## config.mk

```make
export PLATFORM = sky130hd
export DESIGN_NAME = crg_switch_ctrl_flat
export DESIGN_NICKNAME = d
export VERILOG_FILES = /design/src/rtl/crg_switch_ctrl_pkg.sv /design/src/rtl/crg_switch_ctrl_if.sv /design/src/rtl/crg_sw_cnt.sv /design/src/rtl/crg_switch_ctrl.sv /design/src/flat_wrapper.sv
export SDC_FILE = /design/constraint.sdc
export NUM_CORES = 1
export LEC_CHECK = 0
export ABC_AREA = 1
export CAP_MARGIN = 20
export CORE_MARGIN = 2
export CORE_UTILIZATION = 49
export DETAILED_ROUTE_END_ITERATION = 8
export DONT_BUFFER_PORTS = 1
export PLACE_DENSITY = 0.66
export SYNTH_ARGS = -nofsm -noshare
export SYNTH_HDL_FRONTEND = slang
export SYNTH_SLANG_ARGS = --single-unit
```

## constraint.sdc

```tcl
create_clock -name clk_src -period 4.7 [get_ports clk_src]
set_input_delay 0.94 -clock clk_src [delete_from_list [all_inputs] [get_ports clk_src]]
set_output_delay 0.94 -clock clk_src [all_outputs]
set_load 0.03 [all_outputs]
```

## src/rtl/crg_switch_ctrl_pkg.sv

```systemverilog
// crg_pkg: shared types and defaults for the clock/reset switch controller.
//   crg_sw_state_t  - controller state encoding
//   *_CYC_DEF       - default cycle counts for the top-level parameters
//   crg_cnt_width() - counter width covering the largest cycle count
package crg_pkg;

  typedef enum logic [2:0] {
    IDLE    = 3'd0,
    QUIESCE = 3'd1,
    SWITCH  = 3'd2,
    SETTLE  = 3'd3,
    ERROR   = 3'd4
  } crg_sw_state_t;

  localparam int QUIESCE_CYC_DEF = 16;
  localparam int SETTLE_CYC_DEF  = 64;
  localparam int TIMEOUT_CYC_DEF = 4096;

  function automatic int crg_cnt_width(input int a, input int b, input int c);
    int m;
    m = a;
    if (b > m) m = b;
    if (c > m) m = c;
    return $clog2(m) + 1;
  endfunction

endpackage

```

## src/rtl/crg_switch_ctrl_if.sv

```systemverilog
// crg_switch_ctrl_if: reconfiguration request handshake.
//   req_valid - request valid (master -> slave)
//   req_ready - request accepted when high with req_valid (slave -> master)
//   req_sel   - requested clk1 mux select
//   req_cen   - requested clk2 gate enable
interface crg_switch_ctrl_if;
  logic req_valid;
  logic req_ready;
  logic req_sel;
  logic req_cen;

  modport master (output req_valid, output req_sel, output req_cen, input req_ready);
  modport slave  (input req_valid, input req_sel, input req_cen, output req_ready);
endinterface

```

## src/rtl/crg_sw_cnt.sv

```systemverilog
// crg_sw_cnt: loadable down-counter that saturates at zero.
//   clk_src, rst_n_sys - clock, async active-low reset (loads RST_VAL)
//   load, load_val     - synchronous load (has priority over dec)
//   dec                - decrement by one, holds at zero
//   zero               - counter currently reads zero
module crg_sw_cnt #(
  parameter int            W       = 8,
  parameter logic [W-1:0]  RST_VAL = '0
) (
  input  logic         clk_src,
  input  logic         rst_n_sys,
  input  logic         load,
  input  logic [W-1:0] load_val,
  input  logic         dec,
  output logic         zero
);

  logic [W-1:0] cnt;

  always_ff @(posedge clk_src or negedge rst_n_sys) begin
    if (!rst_n_sys)             cnt <= RST_VAL;
    else if (load)              cnt <= load_val;
    else if (dec && cnt != '0)  cnt <= cnt - W'(1);
  end

  assign zero = (cnt == '0);

endmodule

```

## src/rtl/crg_switch_ctrl.sv

```systemverilog
// crg_switch_ctrl: sequences clock mux/gate changes for the CRG by holding the
// domain reset across the change and releasing it once the MMCM is locked.
//   clk_src, rst_n_sys - controller clock, async active-low reset
//   req_if (slave)     - request handshake: req_valid/req_ready/req_sel/req_cen
//   mmcm_locked        - MMCM lock, synchronous to clk_src
//   clk1_sel, clk2_cen - registered mux select / gate enable to the CRG
//   dom_rst_n          - active-low domain reset hold
//   done               - one-cycle pulse when a reconfiguration completes
//   err                - sticky lock-timeout flag
// Optional feature: define CRG_SWITCH_CTRL_TIMEOUT_EN to enable the lock
// timeout and the ERROR state; otherwise err is tied low and SETTLE waits
// for lock indefinitely. All cycle parameters must be at least 1.
//
// state   | meaning
// IDLE    | domain running, request accepted
// QUIESCE | domain reset held before the clock change
// SWITCH  | one cycle, new mux/gate values applied on exit
// SETTLE  | minimum hold after a change / lock loss, waits for lock
// ERROR   | lock timeout, reset held, waits for a new request
module crg_switch_ctrl
  import crg_pkg::*;
#(
  parameter int QUIESCE_CYC = QUIESCE_CYC_DEF,
  parameter int SETTLE_CYC  = SETTLE_CYC_DEF,
  parameter int TIMEOUT_CYC = TIMEOUT_CYC_DEF
) (
  input  logic                clk_src,
  input  logic                rst_n_sys,
  crg_switch_ctrl_if.slave    req_if,
  input  logic                mmcm_locked,
  output logic                clk1_sel,
  output logic                clk2_cen,
  output logic                dom_rst_n,
  output logic                done,
  output logic                err
);

  localparam int            CW     = crg_cnt_width(QUIESCE_CYC, SETTLE_CYC, TIMEOUT_CYC);
  localparam logic [CW-1:0] Q_LD   = CW'(QUIESCE_CYC - 1);
  localparam logic [CW-1:0] S_LD   = CW'(SETTLE_CYC - 1);

  crg_sw_state_t state, state_nxt;
  logic          cap_sel, cap_cen;
  logic          sel_nxt, cen_nxt, dom_nxt, done_nxt;
  logic          cnt_load, cnt_dec, cnt_zero;
  logic [CW-1:0] cnt_ld_val;
  logic          hs, hs_change;

  assign hs        = req_if.req_valid && req_if.req_ready;
  assign hs_change = (req_if.req_sel != clk1_sel) || (req_if.req_cen != clk2_cen);

`ifdef CRG_SWITCH_CTRL_TIMEOUT_EN
  localparam logic [CW-1:0] T_LAST = CW'(TIMEOUT_CYC - 1);
  logic [CW-1:0] tmo_cnt, tmo_nxt;
  logic          err_q, err_nxt;

  assign req_if.req_ready = (state == IDLE) || (state == ERROR);
  assign err              = err_q;
`else
  assign req_if.req_ready = (state == IDLE);
  assign err              = 1'b0;
`endif

  crg_sw_cnt #(.W(CW), .RST_VAL(S_LD)) u_cnt (
    .clk_src   (clk_src),
    .rst_n_sys (rst_n_sys),
    .load      (cnt_load),
    .load_val  (cnt_ld_val),
    .dec       (cnt_dec),
    .zero      (cnt_zero)
  );

  always_comb begin
    state_nxt  = state;
    sel_nxt    = clk1_sel;
    cen_nxt    = clk2_cen;
    dom_nxt    = dom_rst_n;
    done_nxt   = 1'b0;
    cnt_load   = 1'b0;
    cnt_ld_val = S_LD;
    cnt_dec    = 1'b0;
`ifdef CRG_SWITCH_CTRL_TIMEOUT_EN
    tmo_nxt    = tmo_cnt;
    err_nxt    = err_q;
`endif
    case (state)
      IDLE: begin
        if (hs && hs_change) begin
          state_nxt  = QUIESCE;
          dom_nxt    = 1'b0;
          cnt_load   = 1'b1;
          cnt_ld_val = Q_LD;
        end else if (!mmcm_locked) begin
          // lock lost while running: hold the domain and re-run the settle wait
          state_nxt = SETTLE;
          dom_nxt   = 1'b0;
          cnt_load  = 1'b1;
`ifdef CRG_SWITCH_CTRL_TIMEOUT_EN
          tmo_nxt   = '0;
`endif
        end else if (hs) begin
          done_nxt = 1'b1;
        end
      end
      QUIESCE: begin
        if (cnt_zero) state_nxt = SWITCH;
        else          cnt_dec   = 1'b1;
      end
      SWITCH: begin
        sel_nxt   = cap_sel;
        cen_nxt   = cap_cen;
        state_nxt = SETTLE;
        cnt_load  = 1'b1;
`ifdef CRG_SWITCH_CTRL_TIMEOUT_EN
        tmo_nxt   = '0;
`endif
      end
      SETTLE: begin
        if (cnt_zero && mmcm_locked) begin
          state_nxt = IDLE;
          dom_nxt   = 1'b1;
          done_nxt  = 1'b1;
        end else begin
          // the minimum-hold count keeps running while unlocked
          cnt_dec = 1'b1;
`ifdef CRG_SWITCH_CTRL_TIMEOUT_EN
          if (!mmcm_locked) begin
            if (tmo_cnt == T_LAST) begin
              state_nxt = ERROR;
              err_nxt   = 1'b1;
            end else begin
              tmo_nxt = tmo_cnt + CW'(1);
            end
          end
`endif
        end
      end
`ifdef CRG_SWITCH_CTRL_TIMEOUT_EN
      ERROR: begin
        if (hs) begin
          state_nxt  = QUIESCE;
          err_nxt    = 1'b0;
          cnt_load   = 1'b1;
          cnt_ld_val = Q_LD;
        end
      end
`endif
      default: begin
        state_nxt = SETTLE;
        dom_nxt   = 1'b0;
        cnt_load  = 1'b1;
      end
    endcase
  end

  always_ff @(posedge clk_src or negedge rst_n_sys) begin
    if (!rst_n_sys) begin
      state     <= SETTLE;
      clk1_sel  <= 1'b0;
      clk2_cen  <= 1'b0;
      dom_rst_n <= 1'b0;
      done      <= 1'b0;
      cap_sel   <= 1'b0;
      cap_cen   <= 1'b0;
    end else begin
      state     <= state_nxt;
      clk1_sel  <= sel_nxt;
      clk2_cen  <= cen_nxt;
      dom_rst_n <= dom_nxt;
      done      <= done_nxt;
      if (hs) begin
        cap_sel <= req_if.req_sel;
        cap_cen <= req_if.req_cen;
      end
    end
  end

`ifdef CRG_SWITCH_CTRL_TIMEOUT_EN
  always_ff @(posedge clk_src or negedge rst_n_sys) begin
    if (!rst_n_sys) begin
      tmo_cnt <= '0;
      err_q   <= 1'b0;
    end else begin
      tmo_cnt <= tmo_nxt;
      err_q   <= err_nxt;
    end
  end
`endif

endmodule

```

## src/flat_wrapper.sv

```systemverilog
// flat-port wrapper written by rule: the top's interface ports become plain ports
module crg_switch_ctrl_flat import crg_pkg::*;
#(
  parameter int QUIESCE_CYC = QUIESCE_CYC_DEF,
  parameter int SETTLE_CYC  = SETTLE_CYC_DEF,
  parameter int TIMEOUT_CYC = TIMEOUT_CYC_DEF
)
  (clk_src, rst_n_sys, mmcm_locked, clk1_sel, clk2_cen, dom_rst_n, done, err, req_if_req_valid, req_if_req_sel, req_if_req_cen, req_if_req_ready);
  crg_switch_ctrl_if req_if_i ();
  input  logic clk_src;
  input  logic rst_n_sys;
  input  logic mmcm_locked;
  output logic clk1_sel;
  output logic clk2_cen;
  output logic dom_rst_n;
  output logic done;
  output logic err;
  input wire logic [$bits(req_if_i.req_valid)-1:0] req_if_req_valid;
  input wire logic [$bits(req_if_i.req_sel)-1:0] req_if_req_sel;
  input wire logic [$bits(req_if_i.req_cen)-1:0] req_if_req_cen;
  output wire logic [$bits(req_if_i.req_ready)-1:0] req_if_req_ready;
  assign req_if_i.req_valid = req_if_req_valid;
  assign req_if_i.req_sel = req_if_req_sel;
  assign req_if_i.req_cen = req_if_req_cen;
  assign req_if_req_ready = req_if_i.req_ready;
  crg_switch_ctrl #(.QUIESCE_CYC(QUIESCE_CYC), .SETTLE_CYC(SETTLE_CYC), .TIMEOUT_CYC(TIMEOUT_CYC)) u_core (.clk_src(clk_src), .rst_n_sys(rst_n_sys), .req_if(req_if_i), .mmcm_locked(mmcm_locked), .clk1_sel(clk1_sel), .clk2_cen(clk2_cen), .dom_rst_n(dom_rst_n), .done(done), .err(err));
endmodule
```

### Word-level counts from Yosys, hierarchy flattened

Cells that the tools add are included.

| storage, ports and cells | value |
|---|---|
| flip-flop bits (word level) | 22 |
| bits of input ports | 6 |
| output and inout bits | 6 |
| word-level logic and storage cells | 55 |

| operators by class | value |
|---|---|
| $add $sub $neg | 1 |
| eq/ne operators | 8 |
| muxes and demuxes | 24 |
| bitwise operators | 1 |
| reductions and logical operators | 13 |

Operator list:

| kind | number |
|---|---|
| $mux W13 | 3 |
| $logic_not A13 Y1 | 1 |
| $reduce_bool A13 Y1 | 1 |
| $sub A13 B1 Y13 const B | 1 |
| $mux W3 | 4 |
| $mux W1 | 11 |
| $pmux W3 S3 | 1 |
| $eq A3 B2 Y1 const B | 2 |
| $mux W6 | 1 |
| $pmux W1 S2 | 3 |
| $reduce_and A3 Y1 | 2 |
| $logic_and A1 B1 Y1 | 4 |
| $ne A2 B1 Y1 const B | 2 |
| $reduce_or A2 Y1 | 2 |
| $eq A3 B1 Y1 const B | 1 |
| $logic_not A3 Y1 | 1 |
| $ne A3 B3 Y1 const B | 1 |
| $pmux W1 S3 | 1 |
| $ne A1 B1 Y1 | 2 |
| $reduce_bool A2 Y1 | 1 |
| $logic_or A1 B1 Y1 | 1 |
| $not A1 Y1 | 1 |

### Depth between registers and ports, before layout

Gate-level depths: netlist (run 1).

| logic depth | value |
|---|---|
| word-level depth | 7 |
| gate-level depth with buffers | 12 |
| depth with buffers taken out | 11 |

### By module

A second synthesis (run 1) with hierarchy kept.

| unflattened totals | value |
|---|---|
| cells, all modules | 222 |
| area, all modules | 1561.5 um^2 |

By module, submodules not included:

| module | times used | cells an instance | area an instance (um^2) | seq. area each (um^2) |
|---|---|---|---|---|
| crg_sw_cnt | 1 | 152 | 1018.5 | 332.8 |
| crg_switch_ctrl | 1 | 70 | 543.0 | 202.7 |

### Worst setup path before layout (run 1)

OpenSTA, ideal clock, no wires.

| timing path | value |
|---|---|
| kind | register to output |
| start point | reg u_core.state[0] |
| end point | out req_if_req_ready |
| data arrival time | 936 ps |
| data required time | 3760 ps |
| path slack | 2824 ps |
| cell stages (with the launch flop) | 3 |
| buffers on the path | 0 |
| cells stage by stage | dfstp_2 > inv_1 > ha_1 |

| between the ends | value |
|---|---|
| cells in the longest elaborated chain, start to end | 1 |

RTL lines:

| element | RTL line | RTL |
|---|---|---|
| from (decl) | crg_switch_ctrl.sv:42 | `crg_sw_state_t state, state_nxt;` |
| from (signal assigned) | crg_switch_ctrl.sv:166 | `state <= state_nxt;` |
| $logic_not A3 Y1 | crg_switch_ctrl.sv:60 | `assign req_if.req_ready = (state == IDLE);` |
| to (decl) | flat_wrapper.sv:21 | `output wire logic [$bits(req_if_i.req_ready)-1:0] req_if_req_ready;` |

No other way between the ends.

### Worst setup path in the final report (run 1)

Same ends and word-level chain as after synthesis.

==> key figures, run 1 <==
Die
  • Ports: 12
  • Starting Density: 0.5055
  • Core area: 2710 um^2
  • Die width: 56.88 um
  • Chip Height: 56.88 um
  • Die ar.: 3235 um^2
  • Row cnt: 19

Critical path
  • Kind of end point of the critical path: primary output
  • Worst-path fanout max: 5
  • CP required: 3.76 ns
  • Arr. time, crit path: 1.34 ns
  • Worst setup path class: reg -> out
  • Startpoint types: flop

Place
  • IO buf count: 0
  • Gpl congestion: 0.8303
  • Final HPWL DP: 1975 um

Detailed routing
  • Final wirelength: 2557 um
  • Avg Vias per Cell: 5.023
  • Routed Antenna Nets: 0
  • Via count: 1090
  • DRC Markers: 0
  • DR pass1 iterations: 4
  • Post-DR wirelength/cell: 11.78 um
  • DRT iter0 DRCs: 17

Timing
  • Slew Viols, Final: 0
  • Skew final: 0.004519 ns
  • Fin Setup TNS: 0 ns
  • Min cycle time layout: 2.284 ns
  • Final setup viols: 0
  • RSZ-0062 raised after global routing: no
  • Final Hold Fails: 0
  • Max Clk Rate: 437.9 MHz
  • Fin crit share: 0.4859

Clock tree
  • Skew-Pair Late Insertion Delay: 0.32 ns
  • Resized Gates After CTS: 0
  • Deepest clock path buffer count: 2
  • CTS Sinks: 21
  • Post CTS Setup Buffer Count: 0
  • H-tree depth: 1
  • Root Buffer: clkbuf_4
  • Worst-path clk slew: 0.12 ns
  • Total CTS buffers: 3
  • CTS tree: built
  • CTS Hold Buffers Added: 0

Power and ir drop
  • Max IR drop VDD: 0.0003723 V
  • Static Leak: 0.7501 nW
  • Power, Total: 0.7797 mW
  • Power per cell area: 556.9 nW/um^2

Global routing
  • Total track usage: 0.1815
  • Largest net degree at the start of global routing: 22
  • Global-route wire length before repair: 4533 um
  • Vias in the first global route: 1062
  • Initial antenna violation count: 0
  • Global route overflow: 0

Logic synthesis
  • Mean post-synth cell area: 7.366 um^2
  • Cell Area, Synth: 1370 um^2
  • Register bit total from synthesis: 21
  • Synth Instances: 186
  • Synth Net Count: 199
  • Yosys Warn Count: 0
  • Sequential-to-total area share from yosys stat: 0.3909
  • Distinct cell type count after synthesis: 27

Final layout
  • Area of the multi-input gates: 703.2 um^2
  • Fraction of layout cells with a size suffix above 1: 0.1344
  • Final #Nets: 200
  • Fill cells: 274
  • Seq. cell area: 535.5 um^2
  • Most frequent cells in the layout: 54 x nand2_1, 21 x inv_1, 21 x nor2_1, 21 x nand3_1, 13 x dfrtp_1
  • Syn-to-layout area delta: 2.192%
  • Commonest non-fill, non-tap cell in the layout: nand2_1
  • ANT cells: 0

Run status
  • Outcome: finished clean

Hold path
  • HP Class: in -> async

Run
  • Max_cap viols: 0
-- flip-flops by register name, summed over array words and instances (netlist names) --
signal / count
u_core.cap_cen: 1
u_core.u_cnt.cnt: 13
u_core.done: 1
u_core.state: 2
u_core.cap_sel: 1
u_core.clk1_sel: 1
u_core.clk2_cen: 1
u_core.dom_rst_n: 1
-- report_power, final --
part | internal [mW] | switching, mW
clock | 0.0333 | 0.0579
combinational | 0.114 | 0.270
sequential | 0.243 | 0.0615
-- per-layer routing --
layer,vias to the layer above,track usage,part of all wire
met5,-,0,0
met4,0,0.1030,0.029
met3,8,0.02304,0.027
met2,17,0.3023,0.48
met1,489,0.2246,0.46
li1,576,-,-
-- worst max-delay path: stages (launching register included) --
cell,delay [ns]
dfstp_2,0.58
inv_1,0.08
ha_1,0.37
-- per-stage QoR --
step	worst slack (ns)	cells	hold slack [ns]	utilization	area, um^2
final	2.416	217	0.2969	0.5166	1400
after global routing	2.285	217	0.2840	0.5166	1400
after CTS	2.407	217	0.2952	0.5166	1400
after detailed placement	2.527	213	0.4772	0.5069	1374
after global placement	2.619	213	0.4780	0.5069	1374
after floorplan	2.825	186	0.4502	-	1370
-- logic make-up after synthesis --
| kind of cell | after synthesis | share of synthesized area |
|---|---|---|
| and+or+nand+nor | 109 | 0.3562 |
| buffers and inverters | 29 | 0.09589 |
| DFF | 21 | 0.3909 |
| AOI/OAI and AO/OA | 12 | 0.04566 |
| xor gates and xnor gates | 7 | 0.04475 |
| adders and majority gates | 7 | 0.06392 |
| other | 1 | 0.002737 |
-- final cells by class --
cell class              instances  share of cell area
clock buffers                   4             0.01877
multi-input cells             136              0.5022
flip-flops and latches         21              0.3825
well taps                      31             0.02770
inverters                      25             0.06881
-- path summary, 6_finish.rpt --
check                                             from                         endpoint  slack [ns]  cells after the start
min                                          rst_n_sys      u_core.clk1_sel$_DFFE_PN0N_        0.30                      0
min in group clk_src        u_core.cap_cen$_DFFE_PN0P_      u_core.clk2_cen$_DFFE_PN0N_        0.50                      2
max in group asynchronous                    rst_n_sys  u_core.u_cnt.cnt[5]$_DFFE_PN1P_        4.23                      0
max                        u_core.state[0]$_DFFE_PN1P_                 req_if_req_ready        2.42                      2
max reg2reg                u_core.state[0]$_DFFE_PN1P_  u_core.u_cnt.cnt[5]$_DFFE_PN1P_        2.49                     10
min reg2reg                 u_core.cap_cen$_DFFE_PN0P_      u_core.clk2_cen$_DFFE_PN0N_        0.50                      2
-- synth_stat cells, drive strengths merged --
| master | count | area share |
|---|---|---|
| nand4 | 2 | 0.0091 |
| dfstp | 8 | 0.15 |
| xor2 | 6 | 0.038 |
| nor2 | 23 | 0.070 |
| nor3 | 2 | 0.011 |
| nand2 | 59 | 0.17 |
| xnor2 | 1 | 0.0064 |
| inv | 25 | 0.070 |
| ha | 7 | 0.064 |
| o21ai | 9 | 0.033 |
| o211ai | 1 | 0.0055 |
| a21oi | 2 | 0.0073 |
| dfrtp | 13 | 0.24 |
| buf | 4 | 0.026 |
| nand3 | 23 | 0.091 |
| conb | 1 | 0.0027 |
No activity file was read; power rests on OpenSTA's default activity.
==> run 2, diff against run 1 <==
Settings changed: PLACE_DENSITY 0.66 to 0.68.
Clock period 4.7 ns to 2.04 ns, I/O delays scaled along.
==> run 2 against run 1 <==
  * Power up 150%
  * Routed wire length up 11%
  * Design area up 3.8%
  * Die area unchanged
  * Non-clock buffer count up 2
  * Sequential share of layout area down 1.4 points
  * Critical path depth up 9
  * Flip-flop and latch count unchanged
  * Register-to-register slack worse by 2.3 ns
  * Final cell count up 1.4%
  * Utilization up 2.0 points
  * Critical path type is now reg -> reg
  * Largest power group unchanged
  * Highest routed layer unchanged
==> key figures, run 2 (same netlist as run 1, synthesis figures left out) <==
Detailed routing
  • DRT iter0 DRCs: 29
  • DRC Markers: 0
  • DR pass1 iterations: 4
  • Post-DR wirelength/cell: 12.92 um
  • Routed Antenna Nets: 0
  • Via count: 1152
  • Final wirelength: 2842 um
  • Avg Vias per Cell: 5.236

Final layout
  • Fraction of layout cells with a size suffix above 1: 0.1481
  • Most frequent cells in the layout: 54 x nand2_1, 21 x inv_1, 21 x nor2_1, 21 x nand3_1, 13 x dfrtp_1
  • Max reg flops: 13
  • Final #Nets: 203
  • Fill cells: 262
  • Largest Register: u_core.u_cnt.cnt
  • Commonest non-fill, non-tap cell in the layout: nand2_1
  • ANT cells: 0
  • Syn-to-layout area delta: 6.118%
  • Largest regs: u_core.u_cnt.cnt: 13 flops, u_core.state: 2 flops
  • Final Util: 0.5365

Timing
  • Skew final: 0.01181 ns
  • Final setup viols: 0
  • Worst slew margin: 0.3837
  • Slew Viols, Final: 0
  • Final Hold Fails: 0
  • Fin crit share: 0.9108
  • Max Clk Rate: 538.2 MHz
  • Worst-Margin Slew: 0.9214 ns
  • Min cycle time layout: 1.858 ns

Power and ir drop
  • Reg power frac: 0.364
  • Sw frac: 0.5137
  • Clock share of power: 0.109
  • Static Leak: 0.7681 nW
  • Comb power frac: 0.527
  • Power, Total: 1.927 mW
  • Net Sw Power: 0.9901 mW
  • Power per cell area: 1326 nW/um^2
  • Max IR drop VDD: 0.0009208 V
  • Power Internal: 0.9371 mW

Die
  • Die ar.: 3235 um^2
  • Ports: 12
  • Row cnt: 19
  • Chip Height: 56.88 um
  • Die width: 56.88 um
  • Core area: 2710 um^2
  • Starting Density: 0.5055

Run
  • Max_cap viols: 0

Critical path
  • Arr. time, crit path: 2.11 ns
  • Worst-path fanout max: 11
  • CP top delay family: simple AND/OR/NAND/NOR gates
  • CP Buf/Inv Count: 2
  • WP depth: 11
  • Slowest CP cell: dfstp_2
  • Cell mode on critical path: nand2_1
  • Reg2reg start: u_core.state[0]$_DFFE_PN1P_
  • CP startpoint: u_core.state[0]$_DFFE_PN1P_
  • Kind of end point of the critical path: flop
  • Worst setup path class: reg -> reg
  • CP required: 2.29 ns
  • Crit-path max cell delay: 0.58 ns
  • Startpoint types: flop
  • CP cell instances: inv_1, ha_1, nand2_1, inv_2, nand2_1, nand3_4, nand2_8, nand2_1, nand2_1, nand2_1, nand2_1
  • Worst reg-to-reg path cell count: 11

Global routing
  • Global-route wire length before repair: 4712 um
  • Initial antenna violation count: 0
  • Vias in the first global route: 1081
  • Total track usage: 0.1872
  • Global route overflow: 0
  • Largest net degree at the start of global routing: 22

Place
  • IO buf count: 0
  • Gpl congestion: 0.8207
  • Final HPWL DP: 2035 um

Run status
  • Outcome: finished clean

Clock tree
  • Deepest clock path buffer count: 2
  • Post CTS Setup Buffer Count: 0
  • Total CTS buffers: 3
  • H-tree depth: 1
  • Worst-path clk slew: 0.13 ns
  • CTS tree: built
  • Skew-Pair Late Insertion Delay: 0.31 ns
  • Root Buffer: clkbuf_4
  • CTS Sinks: 21

Hold path
  • Hold wc startpoint: mmcm_locked
  • HP Class: in -> reg
  • Hold Path Cell Cnt: 2
## run 2: layout make-up
class,instances,area (um^2),share of cell area
clock buffers,3,22.52,0.01549
clock inverters,1,7.507,0.005164
inverters,25,96.34,0.06627
multi-input cells,137,735.7,0.5060
flip-flops and latches,21,535.5,0.3683
well taps,31,38.79,0.02668
repair buffers,2,17.52,0.01205
## run 2: through the flow
step	hold WS (ns)	cells	TNS [ns]	setup slack [ns]	area (um^2)
2_1_floorplan	0.1124	186	0	0.1775	1370
3_3_place_gp	0.1129	214	0	0.2243	1381
3_5_place_dp	0.1129	214	0	0.1105	1381
4_1_cts	0.2320	219	0	0.06640	1421
5_1_grt	0.2386	220	-0.002431	-0.002431	1454
6_report	0.2454	220	0	0.1820	1454
## run 2: timing repair
item | in CTS | in global routing
hold buffers | 1 | 0
gates resized for setup | 0 | 3
hold endpoints to repair | 21 | 0
endpoints found under the setup margin | 0 | 9
## run 2: worst paths after layout
kind / to / slack [ns]
worst max-delay path: u_core.u_cnt.cnt[5]$_DFFE_PN1P_ / 0.18
worst min-delay path: u_core.done$_DFF_PN0_ / 0.25
worst max register to register: u_core.u_cnt.cnt[5]$_DFFE_PN1P_ / 0.18
worst min register to register: u_core.state[0]$_DFFE_PN1P_ / 0.52
max in group asynchronous: u_core.u_cnt.cnt[6]$_DFFE_PN0P_ / 0.81
min in group asynchronous: u_core.clk2_cen$_DFFE_PN0N_ / 0.66
## run 2: metal layers
metal,vias up,global-route usage,part of all wire
li1,586,-,-
met2,14,0.3106,0.49
met4,0,0.07973,0.0060
met5,-,0,0
met3,2,0.02304,0.027
met1,550,0.2453,0.48
## run 2: power groups by stage
stage / Clock, mW / Sequential (mW) / Combinational [mW]
CTS: 0.219 / 0.703 / 0.923
global route: 0.239 / 0.722 / 1.14
detailed placement: 0 / 0.711 / 0.906
finish: 0.210 / 0.701 / 1.02
floorplan: 0 / 0.685 / 0.795
global placement: 0 / 0.705 / 0.855
